$ cat src/rtl/skeleton_keypoint_detector.sv
// Classifies interior skeleton pixels as endpoints/junctions from a 3x3 raster window and keeps per-frame totals.
// Keypoint appears 2 cycles after the beat that completes its window; no backpressure, gaps via pixel_valid_in.
module skeleton_keypoint_detector #(
   parameter int HORIZONTAL_COUNT = 320,
   parameter int VERTICAL_COUNT   = 180,
   parameter int COUNT_WIDTH      = 8
) (
   input  logic                                clk_in,
   input  logic                                rst_in,
   input  logic [$clog2(HORIZONTAL_COUNT)-1:0] hcount_in,
   input  logic [$clog2(VERTICAL_COUNT)-1:0]   vcount_in,
   input  logic                                skeleton_in,
   input  logic                                pixel_valid_in,
   output logic                                keypoint_valid_out,
   output logic [$clog2(HORIZONTAL_COUNT)-1:0] keypoint_hcount_out,
   output logic [$clog2(VERTICAL_COUNT)-1:0]   keypoint_vcount_out,
   output logic [1:0]                          keypoint_type_out,
   output logic [COUNT_WIDTH-1:0]              endpoint_count_out,
   output logic [COUNT_WIDTH-1:0]              junction_count_out,
   output logic                                frame_done_out
);
   localparam int HW = $clog2(HORIZONTAL_COUNT);
   localparam int VW = $clog2(VERTICAL_COUNT);
   localparam logic [HW-1:0]          H_LAST  = HW'(HORIZONTAL_COUNT - 1);
   localparam logic [VW-1:0]          V_LAST  = VW'(VERTICAL_COUNT - 1);
   localparam logic [COUNT_WIDTH-1:0] CNT_MAX = '1;

   logic [HORIZONTAL_COUNT-1:0] row1_q, row1_d, row2_q, row2_d;
   logic [2:0]                  win_l_q, win_l_d, win_c_q, win_c_d, win_r_q, win_r_d;
   logic                        s1_vld_q, s1_vld_d, s1_last_q, s1_last_d;
   logic [HW-1:0]               s1_h_q, s1_h_d, kp_h_q, kp_h_d;
   logic [VW-1:0]               s1_v_q, s1_v_d, kp_v_q, kp_v_d;
   logic                        frame_act_q, frame_act_d;
   logic                        kp_vld_q, kp_vld_d, done_q, done_d;
   logic [1:0]                  kp_type_q, kp_type_d;
   logic [COUNT_WIDTH-1:0]      ep_acc_q, ep_acc_d, jn_acc_q, jn_acc_d;
   logic [COUNT_WIDTH-1:0]      ep_cnt_q, ep_cnt_d, jn_cnt_q, jn_cnt_d;
   logic [COUNT_WIDTH-1:0]      ep_inc, jn_inc;
   logic                        frame_start;
   logic [7:0]                  ring;
   logic [3:0]                  nb_cnt, trans_cnt;
   logic                        is_ep, is_jn;

   assign frame_start = pixel_valid_in && (hcount_in == '0) && (vcount_in == '0);

   // Window columns are {row v-2, row v-1, row v}; left/centre/right are columns h-2/h-1/h.
   always_comb begin
      row1_d      = row1_q;
      row2_d      = row2_q;
      win_l_d     = win_l_q;
      win_c_d     = win_c_q;
      win_r_d     = win_r_q;
      frame_act_d = frame_act_q || frame_start;
      s1_vld_d    = 1'b0;
      s1_last_d   = 1'b0;
      s1_h_d      = s1_h_q;
      s1_v_d      = s1_v_q;
      if (pixel_valid_in) begin
         win_l_d            = win_c_q;
         win_c_d            = win_r_q;
         win_r_d            = {row2_q[hcount_in], row1_q[hcount_in], skeleton_in};
         row2_d[hcount_in]  = row1_q[hcount_in];
         row1_d[hcount_in]  = skeleton_in;
         s1_vld_d  = frame_act_q && (hcount_in >= HW'(2)) && (vcount_in >= VW'(2));
         s1_last_d = frame_act_q && (hcount_in == H_LAST) && (vcount_in == V_LAST);
         s1_h_d    = hcount_in - HW'(1);
         s1_v_d    = vcount_in - VW'(1);
      end
   end

   // Ring order N,NE,E,SE,S,SW,W,NW from bit 0 upward.
   always_comb begin
      ring      = {win_l_q[2], win_l_q[1], win_l_q[0], win_c_q[0],
                   win_r_q[0], win_r_q[1], win_r_q[2], win_c_q[2]};
      nb_cnt    = '0;
      trans_cnt = '0;
      for (int i = 0; i < 8; i++) begin
         nb_cnt    = nb_cnt + {3'b000, ring[i]};
         trans_cnt = trans_cnt + {3'b000, ~ring[i] & ring[(i + 1) % 8]};
      end
      is_ep = s1_vld_q && win_c_q[1] && (nb_cnt == 4'd1);
      is_jn = s1_vld_q && win_c_q[1] && (trans_cnt >= 4'd3);

      ep_inc = (is_ep && (ep_acc_q != CNT_MAX)) ? ep_acc_q + COUNT_WIDTH'(1) : ep_acc_q;
      jn_inc = (is_jn && (jn_acc_q != CNT_MAX)) ? jn_acc_q + COUNT_WIDTH'(1) : jn_acc_q;
      // A new frame start wins over a keypoint from the previous frame landing on the same edge.
      ep_acc_d = frame_start ? '0 : ep_inc;
      jn_acc_d = frame_start ? '0 : jn_inc;

      kp_vld_d  = is_ep || is_jn;
      kp_h_d    = s1_h_q;
      kp_v_d    = s1_v_q;
      kp_type_d = is_jn ? 2'b10 : 2'b01;
      done_d    = s1_last_q;
      ep_cnt_d  = s1_last_q ? ep_inc : ep_cnt_q;
      jn_cnt_d  = s1_last_q ? jn_inc : jn_cnt_q;
   end

   always_ff @(posedge clk_in) begin
      if (rst_in) begin
         row1_q      <= '0;
         row2_q      <= '0;
         win_l_q     <= '0;
         win_c_q     <= '0;
         win_r_q     <= '0;
         frame_act_q <= 1'b0;
         s1_vld_q    <= 1'b0;
         s1_last_q   <= 1'b0;
         s1_h_q      <= '0;
         s1_v_q      <= '0;
         kp_vld_q    <= 1'b0;
         kp_h_q      <= '0;
         kp_v_q      <= '0;
         kp_type_q   <= '0;
         done_q      <= 1'b0;
         ep_acc_q    <= '0;
         jn_acc_q    <= '0;
         ep_cnt_q    <= '0;
         jn_cnt_q    <= '0;
      end else begin
         row1_q      <= row1_d;
         row2_q      <= row2_d;
         win_l_q     <= win_l_d;
         win_c_q     <= win_c_d;
         win_r_q     <= win_r_d;
         frame_act_q <= frame_act_d;
         s1_vld_q    <= s1_vld_d;
         s1_last_q   <= s1_last_d;
         s1_h_q      <= s1_h_d;
         s1_v_q      <= s1_v_d;
         kp_vld_q    <= kp_vld_d;
         kp_h_q      <= kp_h_d;
         kp_v_q      <= kp_v_d;
         kp_type_q   <= kp_type_d;
         done_q      <= done_d;
         ep_acc_q    <= ep_acc_d;
         jn_acc_q    <= jn_acc_d;
         ep_cnt_q    <= ep_cnt_d;
         jn_cnt_q    <= jn_cnt_d;
      end
   end

   assign keypoint_valid_out  = kp_vld_q;
   assign keypoint_hcount_out = kp_h_q;
   assign keypoint_vcount_out = kp_v_q;
   assign keypoint_type_out   = kp_type_q;
   assign endpoint_count_out  = ep_cnt_q;
   assign junction_count_out  = jn_cnt_q;
   assign frame_done_out      = done_q;

endmodule

$ cat config.mk
export PLATFORM = sky130hd
export DESIGN_NAME = skeleton_keypoint_detector
export DESIGN_NICKNAME = d
export VERILOG_FILES = /design/src/rtl/skeleton_keypoint_detector.sv
export SDC_FILE = /design/constraint.sdc
export NUM_CORES = 2
export LEC_CHECK = 0
export BUFFER_PORTS_ARGS = -buffer_cell sky130_fd_sc_hd__buf_2
export CORE_MARGIN = 1.5
export CORE_UTILIZATION = 30
export DETAILED_ROUTE_END_ITERATION = 10
export PLACE_DENSITY_LB_ADDON = 0.15
export SYNTH_ARGS = -nofsm -noshare
export SYNTH_HDL_FRONTEND = slang
export SYNTH_SLANG_ARGS = --single-unit
$ cat constraint.sdc
create_clock -name clk_in -period 11.1 [get_ports clk_in]
set_clock_uncertainty 0.05 [all_clocks]
set_input_delay 1.665 -clock clk_in [delete_from_list [all_inputs] [get_ports clk_in]]
set_output_delay 1.665 -clock clk_in [all_outputs]
set_load 0.03 [all_outputs]
==> out/metrics.cfg <==
[place]
gp_congestion = 0.784
place_ws_ps = 4520
port-buffer-count = 57
post-dp-hpwl_microns = 62800
post-place-cells = 5059

[layout]
drive_gt1_share_pct = 10.5
mostFrequentLayoutCell = dfxtp_1
final_cells = 5206
area_growth_pct = 11.4
diodes = 0
layout_common_cells = dfxtp_1, nand2_1, a21oi_1, nor2_1, nand3_1
nets = 3715

[worst_setup_path]
crit_chain = buf_8, buf_12, mux4_1, mux2i_1, o21ai_0, a311oi_1, nor4_1, and4bb_4, buf_4, a211oi_1
r2r_start = win_r_q[2]
regToRegSetupSlack_ps = 6560
cpPeakStageDelay_ps = 1010
r2r_cells = 17
crit_type = input port to register
start_kind = input port
crit_required_ps = 11540
critPathBufInv = 3
regToRegEndpoint = junction_count_out[5]
endpoint_kind = register
slowest_stage = and4bb_4
path_max_fanout = 89
cp.arrival_ps = 6330
path_delay_family = buffers and inverters

[synth]
async_flop_share_pct = 0
syn_avg_cell_area_sq_um = 8.57
netlist_instances = 3876
ys_types = 68
yosys_warnings = 0
ys_seq_area_share_pct = 43.5
synthFlopType = dfxtp_1
ys_ff_latch = 722
synth_edf_count = 0
syn_nets = 3923
netlist_area_sq_mm = 0.0332

[cts]
cts.clk_slew.worst_paths_ps = 60
clk_latency_ps = 660
tritoncts = yes
clkSinkCount = 722
cts_setup_buffers = 0
h-tree-depth = 3
cts_resized = 0
cts_buffer_depth = 3
cts_hold_buf = 0
cts_made_buffers = 83
root_buffer = clkbuf_16

[worst_hold_path]
hold_path_depth = 2
min_path_type = register to register
hp-start = row1_q[256]
min_to = row1_q[256]

[run_status]
status = completed

[run]
drv_cap = 0

[routing]
drc = 0
antenna_left = 0
wl_per_cell_microns = 21.2
vias_per_cell = 5.36
wl_microns = 110000
drtPass1Iterations = 6
via_count = 27900
drt_iter0_drc = 2104

[sta]
rsz0062_at_grt = false
timing.final.crit_share_pct = 53.1
final.min_clock_period_ps = 5900
fmax_ghz = 0.170
finalHoldViolCount = 0
relSlewSlack_pct = 14.9
setup_violations = 0
fin_ws_ps = 5200
tightestPinTransition_ps = 1270
drv_slew = 0
setup-tns-final_ps = 0

[floorplan]
core_sq_mm = 0.109
io_pins = 58
die_area_sq_mm = 0.113
die_w_microns = 336
std_cell_rows = 121
initial_utilization_pct = 30.4
die_h_microns = 336

[power_and_ir_drop]
ir_drop_mv = 0.105
leakagePower_nw = 11.5
power_mw = 5.78
power.density_mw_per_mm2 = 156

[global_route]
grt.overflow.total = 0
grtUsageTotal_pct = 19.2
grt_pass1_vias = 26300
grt_max_degree = 196
grt_pass1_wl_microns = 168000
grt_antenna_before_repair = 2

==> report_power, final <==
group / switching, mW / internal, mW / leakage, nW
clock network: 1.16 / 1.67 / 1.36
logic: 0.269 / 0.0787 / 4.29
registers: 0.00561 / 2.60 / 5.82
total: 1.43 / 4.35 / 11.5
==> synth_stat cells, drive strengths merged (3+ instances only) <==
master / instances / share of area (%)
a2111oi: 3 / 0.079
a211oi: 162 / 3.7
a21oi: 517 / 7.8
a221oi: 5 / 0.13
a22o: 6 / 0.16
a22oi: 40 / 0.90
a311oi: 133 / 3.5
a31oi: 8 / 0.15
and2: 5 / 0.094
and3: 12 / 0.23
buf: 98 / 2.1
clkbuf: 317 / 3.6
dfxtp: 722 / 44
fa: 7 / 0.42
ha: 19 / 0.72
inv: 25 / 0.28
mux2i: 95 / 2.9
mux4: 126 / 8.8
nand2: 539 / 6.1
nand2b: 8 / 0.16
nand3: 210 / 3.2
nand4: 13 / 0.24
nor2: 449 / 5.1
nor2b: 29 / 0.55
nor3: 92 / 1.4
nor4: 6 / 0.11
o211ai: 5 / 0.11
o21ai: 152 / 2.3
o21bai: 3 / 0.068
o22ai: 3 / 0.056
o31ai: 3 / 0.068
o41ai: 3 / 0.079
or2: 3 / 0.056
or3b: 3 / 0.079
xnor2: 14 / 0.37
xor2: 11 / 0.29
==> layer usage <==
metal	up-vias	share of wire (%)	global-route usage, %
met5	-	0.012	0
met4	2	2.0	4.52
met3	135	4.1	2.62
met2	575	46	30.4
met1	13600	48	27.3
li1	13500	-	-
==> cell type report <==
cell class	count	area (sq um)
Fill cell	11400	72300
Tap cell	1476	1850
Timing Repair Buffer	122	860
Clock inverter	24	310
Multi-Input combinational cell	2712	17000
Sequential cell	722	14500
Inverter	27	101
Clock buffer	123	2450
==> sequential cells by signal (all words and copies together), names as in the netlist <==
signal	flops
row1_q	320
keypoint_valid_out	1
win_l_q	3
frame_act_q	1
junction_count_out	8
keypoint_vcount_out	8
endpoint_count_out	8
jn_acc_q	8
s1_vld_q	1
kp_v_d	8
win_r_q	3
win_c_q	3
row2_q	320
keypoint_hcount_out	9
keypoint_type_out	2
frame_done_out	1
kp_h_d	9
done_d	1
ep_acc_q	8
==> logic make-up after synthesis <==
| logic type | Yosys count | synth area share [%] |
|---|---|---|
| and+or+nand+nor | 1381 | 17.5 |
| AOI/OAI and AO/OA | 1057 | 19.4 |
| DFF | 722 | 43.5 |
| buffers and inverters | 442 | 5.95 |
| muxes | 223 | 11.8 |
| adders and majority gates | 26 | 1.14 |
| xor gates and xnor gates | 25 | 0.659 |
==> worst max-delay path by stage <==
stage               slack (ps)  cells after the start           to    startpoint
finish                    5200                     10  row2_q[175]  hcount_in[0]
global route              4990                     10  row2_q[138]  hcount_in[0]
CTS                       5230                      9  row2_q[175]  hcount_in[0]
detailed placement        4520                      9   win_r_q[1]  hcount_in[0]
global placement          4510                     10   win_r_q[1]  hcount_in[0]
floorplan                 6470                     17  ep_acc_q[0]  hcount_in[0]
==> worst register-to-register path: stages (launching register included) <==
cell      delay [ps]
dfxtp_1          300
inv_1            130
mux2i_1          210
ha_1             240
inv_1             80
fa_1             410
fa_1             470
inv_1             60
ha_1             160
inv_1             50
fa_1             360
nor2b_1          140
a31oi_1          160
o211ai_1         310
a31oi_1          630
and4_1           290
xnor2_1          170
a211oi_1         120
==> through the flow <==
| stage | hold slack (ps) | utilization [%] | area [sq um] |
|---|---|---|---|
| detailed placement | 394 | 31.3 | 34300 |
| floorplan | 382 | - | 33200 |
| global placement | 389 | 31.3 | 34300 |
| CTS | 402 | 33.9 | 37000 |
| finish | 399 | 33.9 | 37000 |
| global route | 417 | 33.9 | 37000 |
(Power assumes the default switching activity.)
